<file path="src/rtl/feat_readback_streamer.sv">
// feat_readback_streamer: drains feature BRAM words to a valid/ready stream with a last marker
module feat_readback_streamer #(
  parameter int DATA_WIDTH = 8,
  parameter int NUM_SUBGRAPHS = 2708,
  parameter int NUM_FEATURE_OUT = 16,
  localparam int NEW_FEATURE_DEPTH = NUM_SUBGRAPHS * NUM_FEATURE_OUT,
  localparam int NEW_FEATURE_ADDR_W = $clog2(NEW_FEATURE_DEPTH)
) (
  input  logic                          clk,
  input  logic                          rst,
  input  logic                          start,
  input  logic [NEW_FEATURE_ADDR_W-1:0] base_addr,
  input  logic [NEW_FEATURE_ADDR_W:0]   num_words,
  output logic                          busy,
  output logic                          done,
  output logic [NEW_FEATURE_ADDR_W-1:0] feat_bram_addrb,
  input  logic [DATA_WIDTH-1:0]         feat_bram_dout,
  output logic [DATA_WIDTH-1:0]         m_tdata,
  output logic                          m_tvalid,
  input  logic                          m_tready,
  output logic                          m_tlast
);
  localparam logic [NEW_FEATURE_ADDR_W:0] DEPTH_N = (NEW_FEATURE_ADDR_W+1)'(NEW_FEATURE_DEPTH);
  localparam logic [NEW_FEATURE_ADDR_W+1:0] DEPTH_S = (NEW_FEATURE_ADDR_W+2)'(NEW_FEATURE_DEPTH);
  typedef enum logic [1:0] {IDLE, RUN, DONE} state_t;
  state_t state_q, state_d;
  logic [NEW_FEATURE_ADDR_W-1:0] base_q, addr_q, addr_wrap;
  logic [NEW_FEATURE_ADDR_W:0] num_q, issue_q, num_cap;
  logic [NEW_FEATURE_ADDR_W+1:0] addr_sum;
  logic inflight_q, inflight_last_q, issue, push, pop, accept;
  logic [1:0] cnt_q, cnt_d, wr_idx;
  logic [DATA_WIDTH-1:0] d0_q, d1_q, d0_d, d1_d;
  logic l0_q, l1_q, l0_d, l1_d;
  assign m_tvalid = cnt_q != 2'd0;
  assign m_tdata = d0_q;
  assign m_tlast = l0_q;
  assign busy = state_q == RUN;
  assign done = state_q == DONE;
  assign pop = m_tvalid & m_tready;
  assign push = inflight_q;
  assign accept = state_q == IDLE && start;
  assign num_cap = num_words > DEPTH_N ? DEPTH_N : num_words;
  assign addr_sum = {2'b0, base_q} + {1'b0, issue_q};
  assign addr_wrap = NEW_FEATURE_ADDR_W'(addr_sum >= DEPTH_S ? addr_sum - DEPTH_S : addr_sum);
  assign issue = state_q == RUN && issue_q < num_q &&
                 ({1'b0, cnt_q} + {2'b0, inflight_q}) <= ({2'b0, pop} + 3'd1);
  assign feat_bram_addrb = issue ? addr_wrap : addr_q;
  assign wr_idx = cnt_q - {1'b0, pop};
  assign cnt_d = cnt_q + {1'b0, push} - {1'b0, pop};
  always_comb begin
    state_d = state_q;
    if (accept) state_d = num_words == '0 ? DONE : RUN;
    else if (state_q == RUN && pop && m_tlast) state_d = DONE;
    else if (state_q == DONE) state_d = IDLE;
  end
  always_comb begin
    d0_d = pop ? d1_q : d0_q;
    l0_d = pop ? l1_q : l0_q;
    d1_d = d1_q;
    l1_d = l1_q;
    if (push && wr_idx == 2'd0) begin
      d0_d = feat_bram_dout;
      l0_d = inflight_last_q;
    end
    if (push && wr_idx == 2'd1) begin
      d1_d = feat_bram_dout;
      l1_d = inflight_last_q;
    end
  end
  always_ff @(posedge clk) begin
    if (rst) begin
      state_q <= IDLE;
      base_q <= '0;
      num_q <= '0;
      issue_q <= '0;
      addr_q <= '0;
      inflight_q <= 1'b0;
      inflight_last_q <= 1'b0;
      cnt_q <= 2'd0;
      d0_q <= '0;
      d1_q <= '0;
      l0_q <= 1'b0;
      l1_q <= 1'b0;
    end else begin
      state_q <= state_d;
      addr_q <= feat_bram_addrb;
      inflight_q <= issue;
      inflight_last_q <= issue && issue_q == num_q - 1'b1;
      cnt_q <= cnt_d;
      d0_q <= d0_d;
      d1_q <= d1_d;
      l0_q <= l0_d;
      l1_q <= l1_d;
      if (accept) begin
        base_q <= base_addr;
        num_q <= num_cap;
        issue_q <= '0;
      end else if (issue) begin
        issue_q <= issue_q + 1'b1;
      end
    end
  end
endmodule

</file>
<file path="config.mk">
export PLATFORM = sky130hd
export DESIGN_NAME = feat_readback_streamer
export DESIGN_NICKNAME = d
export VERILOG_FILES = /design/src/rtl/feat_readback_streamer.sv
export SDC_FILE = /design/constraint.sdc
export NUM_CORES = 1
export LEC_CHECK = 0
export CORE_UTILIZATION = 60
export DETAILED_ROUTE_END_ITERATION = 10
export DONT_BUFFER_PORTS = 1
export GPL_TIMING_DRIVEN = 0
export HOLD_SLACK_MARGIN = 0.05
export PLACE_DENSITY = 0.74
export SLEW_MARGIN = 20
export SYNTH_ARGS = -nofsm -noshare
export SYNTH_HDL_FRONTEND = slang
export SYNTH_SLANG_ARGS = --single-unit
</file>
<file path="constraint.sdc">
create_clock -name clk -period 6.55 [get_ports clk]
set_input_delay 1.31 -clock clk [delete_from_list [all_inputs] [get_ports clk]]
set_output_delay 1.31 -clock clk [all_outputs]
set_load 0.01 [all_outputs]
</file>
# After elaboration in Yosys (flattened, before gate mapping)
# Index checks and enable logic that the tools add are counted.
# totals
reg_bits	90
latchBits	0
mem_bits_rw	0
romBits	0
in_bits	45
out_inout_bits	28
word_cells	56
n_memories	0
# classes
add_sub_neg	9
mul	0
div_mod_pow	0
order_cmp	4
eq_ne	4
shifts	0
muxes	11
bitwise_logic	1
reduce_logical	15
# op_table
operator	count
16-bit 2-to-1 mux	2
16-bit by 17-bit adder with 18-bit output	1
18-bit by 16-bit >= comparator with 1-bit output (second input constant)	1
17-bit by 1-bit adder with 17-bit output (second input constant)	1
17-bit == test	1
17-bit by 16-bit greater-than comparator with 1-bit output (second input constant)	1
17-bit zero test	1
17-bit < comparator	1
17-bit 2-to-1 mux	1
17-bit by 1-bit subtractor with 17-bit output (second input constant)	1
8-bit 2-to-1 mux	2
16-bit subtractor (second input constant)	1
1-bit logical AND	8
2-bit 2-to-1 mux	4
2-bit by 1-bit == test with 1-bit output (second input constant)	2
2-bit zero test	2
2-bit nonzero test	2
2-bit by 1-bit subtractor with 2-bit output	2
2-bit by 1-bit adder with 3-bit output	1
3-bit by 2-bit <= comparator with 1-bit output	1
3-bit nonzero test	1
1-bit by 1-bit adder with 2-bit output (second input constant)	1
2-bit by 1-bit adder with 2-bit output	1
2-bit == test (second input constant)	1
other kinds (3)	4

# Depth between registers and ports, before layout
# logic_depth
word_depth	6
mapped_depth	16
ltp_nobuf	13

# Worst setup path after synthesis
# OpenSTA, ideal clock, no wires.
# synth_timing
kind	input -> output
start	input port m_tready
end	output port feat_bram_addrb[7]
arrival_time_ns	4.008
required_ns	5.240
setup_slack_ns	1.232
path_stages	14
path_buffers	3
cell_sequence	nand2_1 -> inv_1 -> clkbuf_1 -> fa_1 -> o31a_1 -> a21oi_1 -> or3_1 -> a211oi_1 -> a21oi_1 -> clkbuf_1 -> clkbuf_1 -> nand2_1 -> o31a_1 -> nor3_1
# synth_between
elab_chain_len	5
# synth_rtl
element	line_no	source
start, declared	20	input logic m_tready,
1-bit AND	39	assign pop = m_tvalid & m_tready;
1-bit by 1-bit adder with 2-bit output	46	({1'b0, cnt_q} + {2'b0, inflight_q}) <= ({2'b0, pop} + 3'd1);
3-bit by 2-bit <= comparator with 1-bit output (implied by the code)	46	
1-bit logical AND	45	assign issue = state_q == RUN && issue_q < num_q &&
16-bit 2-to-1 mux	47	assign feat_bram_addrb = issue ? addr_wrap : addr_q;
end, declared	16	output logic [NEW_FEATURE_ADDR_W-1:0] feat_bram_addrb,
# Every way passes these cells.

# Worst setup path after layout
# layout_timing
start	input port m_tready
end	output port feat_bram_addrb[13]
# The elaborated chain is that of the path after synthesis.

==> flow_summary.json <==
{
  "muxShareOfSynthArea_pct": 2.33,
  "r2r_cells": 16,
  "synth_edf_count": 0,
  "worst_slew_pin_slew_ps": 896,
  "max_slew_margin_pct": 40.1,
  "io_buffers": 0,
  "synth-xor-area-share_pct": 6.07,
  "max_freq_ghz": 0.162,
  "rows": 36,
  "cp.required_ps": 5240,
  "period_needed_ps": 6160,
  "synth_top_family_by_area": "simple AND/OR/NAND/NOR gates",
  "hold_class": "flip-flop to flip-flop",
  "cts_made_buffers": 9,
  "synth.cell_area_um2": 6180,
  "hold_viol": 0,
  "grt_start_max_net_pins": 19,
  "finalNetCount": 888,
  "syn_nets": 877,
  "post_cts_buffers": 0,
  "htree_levels": 3,
  "num_io_pins": 73,
  "grt_setup_unrepaired": "false",
  "clockRootBuffer": "clkbuf_8",
  "syn2layout_area_growth_pct": 5.85,
  "status": "finished clean",
  "yosysUniqueCellTypes": 78,
  "synth-simple-area-share_pct": 25.9,
  "peakVddDrop_uv": 144,
  "slew_viol_final": 0,
  "antenna_found_initial": 0,
  "leakagePower_uw": 0.00252,
  "synthCells": 788,
  "cts.path.max_buffers": 2,
  "drc": 0,
  "num_vias": 6039,
  "rrSetupSlack_ps": 2240,
  "dp_hpwl_um": 13000,
  "holdBufCountCts": 0,
  "grt_usage_pct": 32.1,
  "async_flop_share_pct": 0,
  "grt_pass1_wl_um": 27500,
  "nFillCells": 861,
  "start_util_pct": 62.7,
  "power_density_nw_per_um2": 213,
  "max_cap_violations": 0,
  "clock_skew_ps": 10.5,
  "cp_max_fo": 11,
  "drt_iter0_markers": 487,
  "ctsResizeCount": 0,
  "setup_viol": 0,
  "yosys_most_used_dff": "dfxtp_1",
  "grt_overflow": 0,
  "dr.pass1.iters": 5,
  "die-area_um2": 10700,
  "core_um2": 9860,
  "place.gp.congestion": 0.992,
  "fin_setup_tns_ps": 0,
  "cts.clk_slew.worst_paths_ps": 90,
  "cts.sinks": 90,
  "wl_per_cell_um": 17.9,
  "period_share_pct": 94.0,
  "hold_slack_ps": 463,
  "yosys.area_share.adder_pct": 9.15,
  "ant_nets": 0,
  "crit_arrival_ps": 4850,
  "diodes": 0,
  "hold_depth": 2,
  "crit_type": "input pin to primary output",
  "postSynthRegisterBits": 90,
  "fp.dieW_um": 104,
  "synth_compound_area_share_pct": 22.9,
  "vias_per_cell": 6.45,
  "grt_pass1_vias": 5778,
  "ys_seq_area_share_pct": 29.1,
  "fp.dieH_um": 104,
  "end_kind": "primary output",
  "start_kind": "input pin",
  "synth_warnings": 0,
  "drive_above_1_share_pct": 6.09,
  "routed_wl_um": 16800,
  "cts_tree": "done",
  "clk_latency_ps": 400,
  "avgSynthCellArea_um2": 7.85
}
## cells in the mapped netlist (18+ instances only)
master | n | share of area (%)
nand2_1 | 127 | 7.7
dfxtp_1 | 90 | 29
nor2_1 | 66 | 4.0
ha_1 | 42 | 8.5
a21oi_1 | 41 | 3.3
inv_1 | 33 | 2.0
o21ai_0 | 30 | 2.4
nor3_1 | 27 | 2.2
clkbuf_1 | 26 | 1.6
xnor2_1 | 22 | 3.1
nand4_1 | 19 | 1.9
xor2_1 | 19 | 2.7
nand3_1 | 18 | 1.5
## layer usage
layer	wire length, um	global-route usage [%]
met1	7040	39.2
met2	7940	53.5
met3	1100	6.23
met4	719	16.4
met5	0	0
## worst max-delay path: stages
cell	delay (ps)
nand2_1	50
inv_1	90
clkbuf_1	440
fa_1	540
o31a_1	310
a21oi_1	100
or3_1	140
a211oi_1	60
a21oi_1	350
clkbuf_1	480
clkbuf_1	500
nor2_1	140
a22oi_1	180
nand3_1	150
## report_power, final
part | switching [uW] | internal [uW]
sequential | 38.4 | 593
combinational | 245 | 131
clock | 236 | 147
total | 520 | 872
## worst paths after layout
| check | to | start |
|---|---|---|
| max reg2reg | addr_q[15] | cnt_q[1] |
| min reg2reg | base_q[8] | base_q[8] |
| max | feat_bram_addrb[13] | m_tready |
| min | base_q[8] | base_q[8] |
## sequential cells by signal (all words and copies together) (netlist names)
register         count
issue_q             17
inflight_q           1
inflight_last_q      1
m_tlast              1
addr_q              16
base_q              16
state_q              2
l1_q                 1
num_q               17
cnt_q                2
m_tdata              8
d1_q                 8
## area by class of cell
type	count	area, um2	area share, %
multi-input cells	627	4110	62.7
flip-flops and latches	90	1800	27.5
well taps	133	166	2.54
plain buffers	36	145	2.22
inverters	35	131	2.01
clock buffers	9	124	1.89
clock inverters	7	70.1	1.07
## through the flow
| step | cells | power (uW) | cell area [um2] | util, % | worst slack [ps] |
|---|---|---|---|---|---|
| 4_1_cts | 937 | 1390 | 6540 | 66.3 | 306 |
| 2_1_floorplan | 788 | 918 | 6180 | - | 1230 |
| 6_report | 937 | 1390 | 6540 | 66.3 | 390 |
| 3_3_place_gp | 921 | 998 | 6350 | 64.4 | 378 |
| 3_5_place_dp | 921 | 1010 | 6350 | 64.4 | 325 |
| 5_1_grt | 937 | 1470 | 6540 | 66.3 | 136 |
## cells in the final DEF, fill, tap and decap left out, types with 4 or more instances in the layout
cell	netlist	routed
o21ai_0	30	30
or3_1	9	9
a21o_1	9	9
mux2i_1	11	11
and2_1	12	12
or4_1	8	8
a21oi_1	41	41
a2111oi_0	4	4
a211oi_1	17	17
ha_1	42	42
nor2b_1	6	6
a31oi_1	12	12
clkbuf_8	0	9
xnor2_1	22	22
xor2_1	19	19
dfxtp_1	90	90
clkbuf_1	26	25
o211ai_1	6	6
buf_2	7	7
a211o_1	9	9
inv_1	33	33
o31ai_1	5	5
nand2b_1	4	4
a2111oi_1	4	4
o31a_1	4	4
nand3_1	18	18
nand2_1	127	127
nor2_1	66	66
nor4_1	6	6
nor3_1	27	27
nand4_1	19	19
and3_1	11	11
o221ai_1	4	4
and4_1	4	4
a311oi_1	9	9
## cell families after synthesis
family,count (synthesis)
adders and majority gates,44
and+or+nand+nor,333
muxes,14
DFF,90
xor gates and xnor gates,42
AOI/OAI and AO/OA,194
buffers and inverters,71
(Power assumes the default switching activity.)
